**src/rtl/button_conditioner.sv**
```systemverilog
// button_conditioner: synchronises and debounces the active-low push button,
// then derives a clean level, press/release/long-press strobes and a
// wrapping press counter for the control block.
module button_conditioner #(
  parameter int DEBOUNCE_CYCLES   = 270_000,
  parameter int LONG_PRESS_CYCLES = 27_000_000,
  parameter int CNT_W             = 8
) (
  input  logic             clk,
  input  logic             rst_n,
  input  logic             bbutton,
  output logic             pressed,
  output logic             press_pulse,
  output logic             release_pulse,
  output logic             long_pulse,
  output logic [CNT_W-1:0] press_count
);

  localparam int DB_W   = $clog2(DEBOUNCE_CYCLES + 1);
  localparam int HOLD_W = $clog2(LONG_PRESS_CYCLES + 1);

  localparam logic [DB_W-1:0]   DB_LAST   = DB_W'(DEBOUNCE_CYCLES - 1);
  localparam logic [HOLD_W-1:0] HOLD_MAX  = HOLD_W'(LONG_PRESS_CYCLES);
  localparam logic [HOLD_W-1:0] HOLD_LAST = HOLD_W'(LONG_PRESS_CYCLES - 1);

  localparam logic [2:0] IDLE             = 3'd0;
  localparam logic [2:0] DEBOUNCE_PRESS   = 3'd1;
  localparam logic [2:0] HELD             = 3'd2;
  localparam logic [2:0] LONG_HELD        = 3'd3;
  localparam logic [2:0] DEBOUNCE_RELEASE = 3'd4;

  logic              sync1;
  logic              sync2;
  logic [DB_W-1:0]   db_cnt;
  logic              pressed_d;
  logic [HOLD_W-1:0] hold_cnt;
  logic [2:0]        state;
  logic [2:0]        state_next;

  logic db_done;
  logic hold_done;
  logic long_seen;

  // Debounce completes on the cycle the mismatch has lasted the full window.
  assign db_done   = (sync2 != pressed) && (db_cnt == DB_LAST);
  // Hold counter is about to reach the long-press threshold.
  assign hold_done = pressed && (hold_cnt == HOLD_LAST);
  // The current press has already produced (or is producing) its long strobe.
  assign long_seen = (hold_cnt == HOLD_MAX) || hold_done;

  // Two-flop synchroniser; inverts so that 1 means "button down".
  always_ff @(posedge clk or negedge rst_n) begin
    if (!rst_n) begin
      sync1 <= 1'b0;
      sync2 <= 1'b0;
    end else begin
      sync1 <= ~bbutton;
      sync2 <= sync1;
    end
  end

  // Stability counter: any return to agreement restarts the window.
  always_ff @(posedge clk or negedge rst_n) begin
    if (!rst_n) begin
      db_cnt  <= '0;
      pressed <= 1'b0;
    end else if (sync2 == pressed) begin
      db_cnt <= '0;
    end else if (db_cnt == DB_LAST) begin
      pressed <= sync2;
      db_cnt  <= '0;
    end else begin
      db_cnt <= db_cnt + DB_W'(1);
    end
  end

  // Edge strobes and press counter, one cycle behind the level change.
  always_ff @(posedge clk or negedge rst_n) begin
    if (!rst_n) begin
      pressed_d     <= 1'b0;
      press_pulse   <= 1'b0;
      release_pulse <= 1'b0;
      press_count   <= '0;
    end else begin
      pressed_d     <= pressed;
      press_pulse   <= pressed & ~pressed_d;
      release_pulse <= ~pressed & pressed_d;
      if (pressed && !pressed_d) begin
        press_count <= press_count + CNT_W'(1);
      end
    end
  end

  // Saturating hold timer; the strobe fires only on the step into saturation,
  // so release bounces (pressed still 1) cannot retrigger it.
  always_ff @(posedge clk or negedge rst_n) begin
    if (!rst_n) begin
      hold_cnt   <= '0;
      long_pulse <= 1'b0;
    end else if (!pressed) begin
      hold_cnt   <= '0;
      long_pulse <= 1'b0;
    end else begin
      if (hold_cnt != HOLD_MAX) begin
        hold_cnt <= hold_cnt + HOLD_W'(1);
      end
      long_pulse <= (hold_cnt == HOLD_LAST);
    end
  end

  // Next-state logic tracking the synchroniser/debounce/hold relationship.
  always_comb begin
    state_next = state;
    case (state)
      IDLE: begin
        if (sync2) state_next = DEBOUNCE_PRESS;
      end
      DEBOUNCE_PRESS: begin
        if (!sync2)       state_next = IDLE;
        else if (db_done) state_next = HELD;
      end
      HELD: begin
        if (!sync2)         state_next = DEBOUNCE_RELEASE;
        else if (hold_done) state_next = LONG_HELD;
      end
      LONG_HELD: begin
        if (!sync2) state_next = DEBOUNCE_RELEASE;
      end
      DEBOUNCE_RELEASE: begin
        if (sync2)        state_next = long_seen ? LONG_HELD : HELD;
        else if (db_done) state_next = IDLE;
      end
      default: state_next = IDLE;
    endcase
  end

  // State register.
  always_ff @(posedge clk or negedge rst_n) begin
    if (!rst_n) begin
      state <= IDLE;
    end else begin
      state <= state_next;
    end
  end

endmodule

```
**config.mk**
```make
export PLATFORM = sky130hd
export DESIGN_NAME = button_conditioner
export DESIGN_NICKNAME = d
export VERILOG_FILES = /design/src/rtl/button_conditioner.sv
export SDC_FILE = /design/constraint.sdc
export NUM_CORES = 1
export LEC_CHECK = 0
export BUFFER_PORTS_ARGS = -buffer_cell sky130_fd_sc_hd__buf_2
export CELL_PAD_IN_SITES_DETAIL_PLACEMENT = 1
export CELL_PAD_IN_SITES_GLOBAL_PLACEMENT = 2
export CORE_AREA = 4 4 68 117
export CTS_CLUSTER_SIZE = 20
export DETAILED_ROUTE_END_ITERATION = 8
export DIE_AREA = 0 0 72 121
export GPL_TIMING_DRIVEN = 0
export PLACE_DENSITY = 0.83
export REMOVE_ABC_BUFFERS = 1
export SLEW_MARGIN = 20
export SYNTH_ARGS = -nofsm -noshare
export SYNTH_HDL_FRONTEND = slang
export SYNTH_SLANG_ARGS = --single-unit
```
**constraint.sdc**
```tcl
create_clock -name clk -period 4.05 [get_ports clk]
set_input_delay 1.215 -clock clk [delete_from_list [all_inputs] [get_ports clk]]
set_output_delay 1.215 -clock clk [all_outputs]
set_load 0.05 [all_outputs]
```
# [Word-level counts from Yosys, hierarchy flattened]
# Index checks and enable logic that the tools add are counted.
[totals] register_bits=59 output_inout_bits=12 word_cells=32
[op_classes] add_sub_neg=3 eq_ne=5 mux=5 n_bitwise=6 reduce_logical=3
[op_table] op="2-to-1 mux 25 bit" count=2
[op_table] op="2-to-1 mux 19 bit" count=2
[op_table] op="adder 25 x 1 -> 25 bit, second input constant" count=1
[op_table] op="== test 25 bit, second input constant" count=1
[op_table] op="!= test 25 bit, second input constant" count=1
[op_table] op="adder 19 x 1 -> 19 bit, second input constant" count=1
[op_table] op="== test 19 bit, second input constant" count=1
[op_table] op="adder 8 x 1 -> 8 bit, second input constant" count=1
[op_table] op="NOT 1 bit" count=4
[op_table] op="bitwise AND 1 bit" count=2
[op_table] op="!= test 2 x 1 -> 1 bit, second input constant" count=1
[op_table] op="AND reduction 2 bit" count=1
[op_table] op="== test 1 bit" count=1
[op_table] op="logical AND 1 bit" count=1
[op_table] op="zero test 1 bit" count=1
[op_table] op="2-to-1 mux 1 bit" count=1

# [Longest topological paths before layout]
# Gate-level depths: netlist of run 1.
[depth] ltp_word=3 ltp_mapped=6

# [Worst setup path after synthesis of run 1]
# OpenSTA, ideal clock, no wires.
[synth_path] path_type="register to register" from="reg hold_cnt[3]" to="reg hold_cnt[24]" setup_time_ns=0.078 arrival_ns=1.844 slack_ns=2.128 path_stages_with_launch=7 synth_period_minus_slack_ns=1.922 cell_sequence="dfrtp_1 > nand4_2 > buf_6 > or4_1 > buf_2 > or4_1 > a21oi_1"
[synth_between] elab_chain_cells=3 elab_cells_between_ends=5 cone_classes="add/sub: 1; eq/ne: 2; mux: 2"
[synth_rtl] item="start, declared" line="36" text="logic [HOLD_W-1:0] hold_cnt;"
[synth_rtl] item="start signal, assigned" line="105" text="hold_cnt <= hold_cnt + HOLD_W'(1);"
[synth_rtl] item="adder 25 x 1 -> 25 bit" line="105"
[synth_rtl] item="2-to-1 mux 25 bit" line="104" text="if (hold_cnt != HOLD_MAX) begin"
[synth_rtl] item="2-to-1 mux 25 bit" line="100" text="end else if (!pressed) begin"
# Several ways; a longest one is shown, not always the timed one. The select of a mux whose other input is x is not followed.
# A chain may end at the register's enable or synchronous reset.

# [Worst setup path in the final report of run 1]
[layout_path] from="reg pressed" to="out pressed"
[layout_rtl] item="start, declared" line="12" text="output logic pressed,"
[layout_rtl] item="start signal, assigned" line="70" text="pressed <= sync2;"
# No word-level cell between the ends.

==> flow_metrics.py, run 1 <==
metrics = {
    "global_routing": {
        "grt_pass1_wl_um": 11700,
        "grt_pass1_vias": 2411,
        "antenna_found_initial": 0,
        "gr-usage-all-layers": 0.1720,
        "grt_max_degree": 60,
        "grt_overflow_total": 0,
    },
    "sta": {
        "fin_crit_sh": 0.5875,
        "skew_ns": 0.008456,
        "max_slew_margin": 0.4820,
        "finalCriticalPeriod_ns": 2.380,
        "rsz0062_at_grt": "false",
        "fmax_mhz": 420.3,
        "slew_violations": 0,
        "tightest_slew_ns": 0.7769,
        "final-setup-viol-count": 0,
        "hold_violations": 0,
        "tns_ns": 0,
    },
    "logic_synthesis": {
        "syn-cell-area_um2": 2868,
        "yosys.area.top_type": "dfrtp_1",
        "ys_seq_area_frac": 0.5148,
        "synth_edf_count": 0,
        "synthTopCellsByArea": "dfrtp_1, xnor2_1, xor2_1",
        "syn_area_per_cell_um2": 10.06,
        "ys_warn_count": 0,
        "synth_ff_type": "dfrtp_1",
        "synth_top_area_frac": 0.5148,
        "synth_async_sr_flop_share": 1.000,
        "synth.most_common_cell": "dfrtp_1",
        "synth_common_cells": "dfrtp_1, nor2_1, nand3_1, xnor2_1",
        "ys_types": 41,
        "postSynthCellCount": 285,
        "ys_ff_latch": 59,
    },
    "setup_path": {
        "crit_type": "reg2out",
        "cp_top_family": "flip-flops",
        "ff2ff_setup_slack_ns": 1.75,
        "cp_max_fo": 8,
        "cp-end-kind": "output port",
        "cp_cell_sequence": "buf_2",
        "reg2reg_depth": 5,
        "worst_path_max_delay_cell": "dfrtp_1",
        "worst-path-buf-inv": 1,
        "r2r-end": "hold_cnt[24]",
        "required_ns": 2.83,
        "startpoint_type": "register",
        "crit_arrival_ns": 1.16,
        "cp_slowest_stage_delay_ns": 0.51,
        "reg2reg_from": "hold_cnt[1]",
    },
    "outcome": {
        "status": "finished, final reports clean",
    },
    "power": {
        "p_leak_nw": 1.393,
        "ir_worst_vdd_v": 0.0002064,
        "power.density_nw_per_um2": 459.1,
    },
    "clocking": {
        "clk_pin_slew_ns": 0.05,
        "cts_root_buf": "clkbuf_16",
        "cts-resized-gates": 0,
        "clock_latency_ns": 0.33,
        "cts_tree": "yes",
        "clock_sinks": 59,
        "cts_buffers": 9,
        "ctsHtreeMaxLevel": 3,
        "cts_setup_buffers": 0,
        "clock_path_buffers": 2,
        "hold_buffers": 0,
    },
    "routing": {
        "viasPerCell": 5.580,
        "met3WireLength_um": 166,
        "routedWlPerCell_um": 16.56,
        "drc": 0,
        "wl_met2_um": 3538,
        "dr.pass1.iters": 4,
        "wirelength_um": 6507,
        "wl_met1_um": 2620,
        "drt_iter0_drc": 121,
        "antenna_left": 0,
        "highest_layer": "met4",
        "num_vias": 2193,
    },
    "finish": {
        "nFillCells": 796,
        "regArea_um2": 1476,
        "fin_area_um2": 3385,
        "final_layout_size_suffix_gt1_frac": 0.1205,
        "nNetsFinal": 309,
        "multi_input_area_um2": 1324,
        "diodes": 0,
        "syn_to_final_growth_pct": 18.02,
    },
    "placement": {
        "io_buffers": 14,
        "place_congestion": 0.7311,
        "dpl.hpwl_um": 4438,
        "postPlaceCellArea_um2": 3018,
    },
    "worst_hold_path": {
        "min_from": "sync1",
        "min_path_type": "reg2reg",
        "hold_end": "sync2",
        "hold_path_depth": 0,
    },
    "job": {
        "cap_violations": 0,
    },
    "floorplan": {
        "io_pins": 15,
        "die_h_um": 121,
        "coreArea_um2": 7079,
        "die-area_um2": 8712,
        "start_util": 0.4051,
        "rows": 41,
        "fp.dieW_um": 72,
    },
}
## cells by family (layout without fill, tap and decap cells)
| family | Yosys count | after routing | synth area share |
|---|---|---|---|
| AND/OR/NAND/NOR | 138 | 138 | 0.2666 |
| flip-flops | 59 | 59 | 0.5148 |
| buffers and inverters | 18 | 40 | 0.02661 |
| AO/OA/AOI/OAI | 27 | 27 | 0.05323 |
| adder cells (fa/ha/maj) | 4 | 4 | 0.01745 |
| XOR/XNOR | 36 | 36 | 0.1100 |
| multiplexers | 3 | 3 | 0.01134 |
## worst max path at each step
stage,startpoint,endpoint,slack (ns),cells past startpoint
finish,pressed,pressed,1.67,1
global route,hold_cnt[1],hold_cnt[24],1.58,5
CTS,pressed,pressed,1.65,1
detailed placement,hold_cnt[1],hold_cnt[24],1.77,5
global placement,rst_n,db_cnt[15],1.62,1
floorplan,hold_cnt[1],hold_cnt[24],2.13,5
## power breakdown
| group | switching, mW | total (mW) | internal, mW |
|---|---|---|---|
| Clock | 0.271 | 0.936 | 0.665 |
| Combinational | 0.0170 | 0.0212 | 0.00424 |
| Sequential | 0.00341 | 0.597 | 0.594 |
| Total | 0.291 | 1.55 | 1.26 |
## registers in the layout (all words and copies together), names as in the netlist
name / count
hold_cnt: 25
press_count: 8
release_pulse: 1
db_cnt: 19
pressed_d: 1
press_pulse: 1
sync2: 1
long_pulse: 1
pressed: 1
sync1: 1
## placed cells by master (no fill, tap or decap), types with 2 or more instances in the layout
cell type | synthesis | final
nor2b_1 | 2 | 2
nand3_1 | 21 | 21
o21ai_0 | 9 | 9
mux2_2 | 2 | 2
and4_1 | 7 | 7
nand4_1 | 15 | 15
xor2_1 | 15 | 15
clkbuf_16 | 0 | 9
bufinv_16 | 0 | 4
or3_1 | 8 | 8
buf_2 | 1 | 13
o31ai_1 | 2 | 2
clkinv_4 | 0 | 2
ha_1 | 4 | 4
nor4b_1 | 2 | 2
and3_1 | 3 | 3
xnor2_1 | 21 | 21
nor4_1 | 8 | 8
dfrtp_1 | 59 | 59
a21oi_1 | 13 | 13
or4_1 | 4 | 4
nand2_1 | 13 | 13
nor3b_1 | 2 | 2
nor3_1 | 8 | 8
inv_1 | 9 | 9
nor2_1 | 34 | 34
## per-layer routing
| metal | up-vias | GRT usage |
|---|---|---|
| li1 | 1050 | - |
| met1 | 1100 | 0.1932 |
| met2 | 27 | 0.2984 |
| met3 | 16 | 0.04229 |
| met4 | 0 | 0.08235 |
| met5 | - | 0 |
## stage by stage
step                      setup slack [ns]  utilization  hold slack (ns)  cells  power [mW]
after CTS                            1.647       0.4781           0.3583    393       1.579
after global routing                 1.581       0.4781           0.3742    393       1.610
after detailed placement             1.775       0.4263           0.3404    377      0.6299
final                                1.670       0.4781           0.3604    393       1.554
after floorplan                      2.127            -           0.3312    277      0.6133
after global placement               1.617       0.4247           0.3508    377      0.6285
## area by class of cell
cell class | count | area share
sequential | 59 | 0.4362
multi-input combinational | 208 | 0.3911
clock buffer | 10 | 0.06765
clock inverter | 6 | 0.04067
tap | 86 | 0.03179
timing repair buffer | 14 | 0.02144
inverter | 10 | 0.01109
## worst reg2reg max path, cell delays in order, from the launching register on
cell and delay [ns]:
dfrtp_1 0.48, ha_1 0.29, nand3_1 0.22, or4_1 0.64, or4_1 0.46, a21oi_1 0.15
Note: power is estimated with default switching activity, not from simulation.
==> inputs of run 2 (changes only) <==
--- a/config.mk
+++ b/config.mk
@@ -5,15 +5,16 @@
 export SDC_FILE = /design/constraint.sdc
 export NUM_CORES = 1
 export LEC_CHECK = 0
+export ABC_AREA = 1
 export BUFFER_PORTS_ARGS = -buffer_cell sky130_fd_sc_hd__buf_2
 export CELL_PAD_IN_SITES_DETAIL_PLACEMENT = 1
 export CELL_PAD_IN_SITES_GLOBAL_PLACEMENT = 2
-export CORE_AREA = 4 4 68 117
+export CORE_AREA = 4 4 77 132
 export CTS_CLUSTER_SIZE = 20
 export DETAILED_ROUTE_END_ITERATION = 8
-export DIE_AREA = 0 0 72 121
+export DIE_AREA = 0 0 81 136
 export GPL_TIMING_DRIVEN = 0
-export PLACE_DENSITY = 0.83
+export PLACE_DENSITY = 0.79
 export REMOVE_ABC_BUFFERS = 1
 export SLEW_MARGIN = 20
 export SYNTH_ARGS = -nofsm -noshare
==> constraint.sdc (replaced) <==
create_clock -name clk -period 2.4 [get_ports clk]
set_input_delay 0.72 -clock clk [delete_from_list [all_inputs] [get_ports clk]]
set_output_delay 0.72 -clock clk [all_outputs]
set_load 0.05 [all_outputs]
==> run 2 against run 1 <==
- non-clock buffer count rose by 1
- routed wire length is 34% higher
- via count increased by 25%
- utilization fell by 6.4 points
- clock power increased by 52%
- count of clock-buffer cells in the layout up 2
- sequential cell count unchanged
- register-to-register slack worse by 1.2 ns
- final cell count grew 45%
- critical path depth unchanged
- first-iteration DRC count fell by 40%
- clock skew shrank 0.00097 ns
- critical path type unchanged
- critical endpoint unchanged
- largest cell class is now multi-input gates
- highest routed layer unchanged
==> flow_metrics.py, run 2 <==
metrics = {
    "finish": {
        "final_layout_size_suffix_gt1_frac": 0.1244,
        "diodes": 0,
        "regArea_um2": 1478,
        "nFillCells": 1166,
        "final_common_cell": "nand2_1",
        "nNetsFinal": 452,
        "mostFrequentLayoutCells": "nand2_1, nor2_1, dfrtp_1",
        "top_register": "hold_cnt",
        "fin_area_um2": 3766,
        "fin_cells": 570,
        "multi_input_area_um2": 1538,
        "top_regs": "hold_cnt x25, db_cnt x19, press_count x8",
        "syn_to_final_growth_pct": 17.62,
        "largest_register_ffs": 25,
    },
    "power": {
        "power.internal_mw": 1.978,
        "netSwitchingFraction": 0.1996,
        "power_frac_seq": 0.407,
        "p_leak_nw": 1.609,
        "power.density_nw_per_um2": 656.1,
        "total_power_mw": 2.471,
        "power.net_switching_uw": 493.3,
        "ir_worst_vdd_v": 0.0003608,
        "power_frac_clock": 0.574,
        "p_comb_frac": 0.019,
    },
    "setup_path": {
        "cp_slowest_stage_delay_ns": 0.66,
        "cp_max_fo": 22,
        "cp-end-kind": "output port",
        "worst-path-buf-inv": 1,
        "worst_path_max_delay_cell": "dfrtp_2",
        "cp_top_family": "flip-flops",
        "required_ns": 1.68,
        "cp_cell_sequence": "buf_2",
        "crit_type": "reg2out",
        "crit_arrival_ns": 1.36,
        "startpoint_type": "register",
    },
    "placement": {
        "place_congestion": 0.8061,
        "dpl.hpwl_um": 6795,
        "dpl_worst_slack_ns": 0.2063,
        "placed_cells": 554,
        "postPlaceCellArea_um2": 3436,
        "io_buffers": 14,
    },
    "global_routing": {
        "grt.busiest_layer": "met2",
        "grt_overflow_total": 0,
        "grt_pass1_vias": 2957,
        "grt_pass1_wl_um": 14480,
        "use_met3": 0.03382,
        "grtUsageMet1": 0.1695,
        "gr-usage-all-layers": 0.1769,
        "antenna_found_initial": 0,
        "grt_max_degree": 45,
        "use_met2": 0.3481,
    },
    "logic_synthesis": {
        "synth_top_area_frac": 0.4611,
        "synth_async_sr_flop_share": 1.000,
        "synth_edf_count": 0,
        "synth_common_cells": "nand2_1, nor2_1, dfrtp_1",
        "ys_seq_area_frac": 0.4611,
        "yosys.area.top_type": "dfrtp_1",
        "synth_ff_type": "dfrtp_1",
        "synthTopCellsByArea": "dfrtp_1, nand2_1, nor2_1",
        "ys_types": 33,
        "syn-cell-area_um2": 3202,
        "postSynthCellCount": 422,
        "synth.most_common_cell": "nand2_1",
        "ys_ff_latch": 59,
        "syn_area_per_cell_um2": 7.587,
        "ys_warn_count": 0,
    },
    "floorplan": {
        "coreArea_um2": 9094,
        "rows": 46,
        "die_h_um": 136,
        "die-area_um2": 11020,
        "fp.dieW_um": 81,
        "start_util": 0.3521,
        "io_pins": 15,
    },
    "sta": {
        "worst_slack_ns": 0.3190,
        "final-setup-viol-count": 0,
        "slew_violations": 0,
        "tns_ns": 0,
        "fmax_mhz": 480.5,
        "skew_ns": 0.007486,
        "max_slew_margin": 0.5777,
        "finalCriticalPeriod_ns": 2.081,
        "rsz0062_at_grt": "false",
        "hold_violations": 0,
        "fin_crit_sh": 0.8671,
        "tightest_slew_ns": 0.6303,
    },
    "routing": {
        "drt_iter0_drc": 73,
        "viasPerCell": 4.816,
        "drc": 0,
        "wirelength_um": 8704,
        "routedWlPerCell_um": 15.27,
        "dr.pass1.iters": 4,
        "antenna_left": 0,
        "num_vias": 2745,
    },
    "clocking": {
        "ctsHtreeMaxLevel": 3,
        "cts_root_buf": "clkbuf_16",
        "clock_sinks": 59,
        "clk_pin_slew_ns": 0.05,
        "clock_latency_ns": 0.33,
        "cts_tree": "yes",
        "cts_buffers": 9,
        "clock_path_buffers": 2,
    },
    "worst_hold_path": {
        "min_path_type": "in2async",
    },
    "job": {
        "cap_violations": 0,
    },
    "outcome": {
        "status": "finished, final reports clean",
    },
}
[run 2: cell types whose count changed after synthesis, moves of 7 or more]
cell / previous run / this run
or3_1: 8 / 0
nor4_1: 8 / 1
and4_1: 7 / 0
nand2_1: 13 / 119
inv_1: 9 / 40
nor2_1: 34 / 91
nand4_1: 15 / 7
xnor2_1: 21 / 6
nor2_2: 0 / 7
[run 2: metrics by stage]
step | hold WS, ns | utilization
global route | 0.2723 | 0.4141
detailed placement | 0.3397 | 0.3778
finish | 0.2645 | 0.4141
floorplan | 0.3312 | -
CTS | 0.2627 | 0.4141
global placement | 0.3422 | 0.3745
[run 2: what timing repair did]
| item | 4_1_cts | 5_1_grt |
|---|---|---|
| gates resized for setup | 1 | 0 |
| buffers inserted | 0 | 0 |
| endpoints found under the setup margin | 1 | 0 |
| hold buffers | 0 | 0 |
[run 2: area by class of cell]
class,count,area share
multi-input cells,315,0.4083
flip-flops and latches,59,0.3924
clock buffers,12,0.06811
inverters,45,0.04551
well taps,120,0.03987
repair buffers,15,0.02658
clock inverters,4,0.01927
[run 2: power groups by stage]
stage	registers, mW	logic, mW	clock network (mW)
6_report	1.01	0.0466	1.42
3_3_place_gp	1.02	0.0423	0
5_1_grt	1.01	0.0545	1.50
3_5_place_dp	1.02	0.0493	0
2_1_floorplan	1.02	0.0145	0
4_1_cts	1.01	0.0495	1.45
[run 2: logic make-up (layout without fill, tap and decap cells)]
logic type / count (synthesis) / count (layout) / share of synthesized area
AND/OR/NAND/NOR: 265 / 265 / 0.3611
flip-flops: 59 / 59 / 0.4611
buffers and inverters: 48 / 76 / 0.05861
AO/OA/AOI/OAI: 25 / 25 / 0.04377
XOR/XNOR: 21 / 21 / 0.05979
adder cells (fa/ha/maj): 4 / 4 / 0.01563
[run 2: final timing paths]
check,end,slack [ns],cells past startpoint,startpoint
min reg2reg,sync2,0.35,0,sync1
min in group clk,sync2,0.35,0,sync1
max in group asynchronous,pressed,1.62,2,rst_n
min,hold_cnt[10],0.26,1,rst_n
max,pressed,0.32,1,pressed
max reg2reg,press_count[6],0.60,6,pressed
[run 2: routing by layer]
| layer | share of wire | routed length [µm] |
|---|---|---|
| met1 | 0.35 | 3080 |
| met2 | 0.60 | 5251 |
| met3 | 0.015 | 131 |
| met4 | 0.028 | 240 |
| met5 | 0 | 0 |
==> inputs of run 3 (changes only) <==
--- a/config.mk
+++ b/config.mk
@@ -15,6 +15,7 @@
 export DIE_AREA = 0 0 81 136
 export GPL_TIMING_DRIVEN = 0
 export PLACE_DENSITY = 0.79
+export RECOVER_POWER = 50
 export REMOVE_ABC_BUFFERS = 1
 export SLEW_MARGIN = 20
 export SYNTH_ARGS = -nofsm -noshare
==> run 3 against run 2 <==
- sequential share of layout area is essentially flat
- final cell count unchanged
- routed wire length is essentially flat
- sequential cell count unchanged
- register-to-register slack got worse by 0.18 ns
- first-iteration DRC count grew 2.7%
- sequential power about the same
- non-clock buffer count unchanged
- global-route usage did not move
- combinational power fell by 2%
- power is essentially flat
- highest routed layer unchanged
==> flow_metrics.py, run 3 (same netlist as run 2, synthesis figures left out) <==
metrics = {
    "routing": {
        "wirelength_um": 8709,
        "num_vias": 2744,
        "viasPerCell": 4.814,
        "drt_iter0_drc": 75,
        "antenna_left": 0,
        "drc": 0,
        "routedWlPerCell_um": 15.28,
        "dr.pass1.iters": 4,
    },
    "global_routing": {
        "grt_pass1_wl_um": 14480,
        "grt_pass1_vias": 2957,
        "grt_max_degree": 45,
        "antenna_found_initial": 0,
        "grt_overflow_total": 0,
        "gr-usage-all-layers": 0.1769,
    },
    "power": {
        "power_frac_clock": 0.574,
        "total_power_mw": 2.470,
        "ir_worst_vdd_v": 0.0003609,
        "p_comb_frac": 0.019,
        "power.density_nw_per_um2": 656.6,
        "netSwitchingFraction": 0.1997,
        "power.internal_mw": 1.977,
        "power.net_switching_uw": 493.3,
        "p_leak_nw": 1.605,
        "power_frac_seq": 0.407,
    },
    "floorplan": {
        "die_h_um": 136,
        "fp.dieW_um": 81,
        "io_pins": 15,
        "start_util": 0.3521,
        "die-area_um2": 11020,
        "rows": 46,
        "coreArea_um2": 9094,
    },
    "finish": {
        "mostFrequentLayoutCells": "nand2_1, nor2_1, dfrtp_1",
        "top_register": "hold_cnt",
        "top_regs": "hold_cnt x25, db_cnt x19, press_count x8",
        "nNetsFinal": 452,
        "syn_to_final_growth_pct": 17.51,
        "final_common_cell": "nand2_1",
        "final_layout_size_suffix_gt1_frac": 0.1200,
        "largest_register_ffs": 25,
        "utilization": 0.4137,
        "diodes": 0,
    },
    "placement": {
        "dpl.hpwl_um": 6795,
        "place_congestion": 0.8061,
        "io_buffers": 14,
        "dpl_worst_slack_ns": 0.2063,
    },
    "setup_path": {
        "cp_cell_sequence": "buf_2",
        "cp_max_fo": 22,
        "worst_path_max_delay_cell": "dfrtp_2",
        "startpoint_type": "register",
        "cp_top_family": "flip-flops",
        "required_ns": 1.68,
        "worst-path-buf-inv": 1,
        "cp_slowest_stage_delay_ns": 0.66,
        "cp-end-kind": "output port",
        "crit_arrival_ns": 1.35,
        "crit_type": "reg2out",
    },
    "outcome": {
        "status": "finished, final reports clean",
    },
    "sta": {
        "final-setup-viol-count": 0,
        "slew_violations": 0,
        "tns_ns": 0,
        "max_slew_margin": 0.2904,
        "finalCriticalPeriod_ns": 2.072,
        "hold_violations": 0,
        "rsz0062_at_grt": "false",
        "fin_crit_sh": 0.8635,
        "fmax_mhz": 482.6,
        "skew_ns": 0.007495,
        "worst_slack_ns": 0.3277,
        "tightest_slew_ns": 1.064,
    },
    "clocking": {
        "hold_buffers": 0,
        "clock_path_buffers": 2,
        "ctsHtreeMaxLevel": 3,
        "cts_tree": "yes",
        "clock_sinks": 59,
        "clk_pin_slew_ns": 0.05,
        "cts_root_buf": "clkbuf_16",
        "cts_buffers": 9,
        "clock_latency_ns": 0.33,
        "cts_setup_buffers": 0,
        "cts-resized-gates": 1,
    },
    "worst_hold_path": {
        "min_path_type": "reg2reg",
    },
    "job": {
        "cap_violations": 0,
    },
}
[run 3: cell types whose count changed in the layout (fill, tap and decap cells not counted), sizes merged]
cell	before	now
clkbuf	12	13
buf	15	14
[run 3: power groups by stage]
stage / clock network (mW) / registers, mW / logic (mW)
3_3_place_gp: 0 / 1.02 / 0.0423
4_1_cts: 1.45 / 1.01 / 0.0495
6_report: 1.42 / 1.01 / 0.0458
3_5_place_dp: 0 / 1.02 / 0.0493
5_1_grt: 1.50 / 1.01 / 0.0538
2_1_floorplan: 0 / 1.02 / 0.0145
[run 3: cell type report]
type	instances	area, µm²
sequential	59	1478
multi-input combinational	315	1538
timing repair buffer	15	96.34
inverter	45	171.4
clock buffer	12	256.5
fill	1166	5331
tap	120	150.1
clock inverter	4	72.57
[run 3: metrics by stage]
step                std cells  hold slack (ns)  area, µm²
floorplan                 419           0.3312       3186
global placement          553           0.3422       3406
detailed placement        554           0.3397       3436
CTS                       570           0.2627       3766
global route              570           0.3688       3762
finish                    570           0.3521       3762
[run 3: final timing paths]
check	endpoint	cells after the start	slack [ns]	start
setup / recovery	pressed	1	0.33	pressed
hold / removal	sync2	0	0.35	sync1
setup reg to reg	press_count[6]	6	0.42	pressed
hold reg to reg	sync2	0	0.35	sync1
max in group asynchronous	pressed	2	1.05	rst_n
min in group asynchronous	hold_cnt[10]	1	0.57	rst_n
[run 3: routing by layer]
layer / up-vias / share of wire / track usage
met5: - / 0 / 0
met4: 0 / 0.028 / 0.07801
met3: 15 / 0.014 / 0.03382
met2: 15 / 0.60 / 0.3481
met1: 1355 / 0.36 / 0.1695
li1: 1359 / - / -
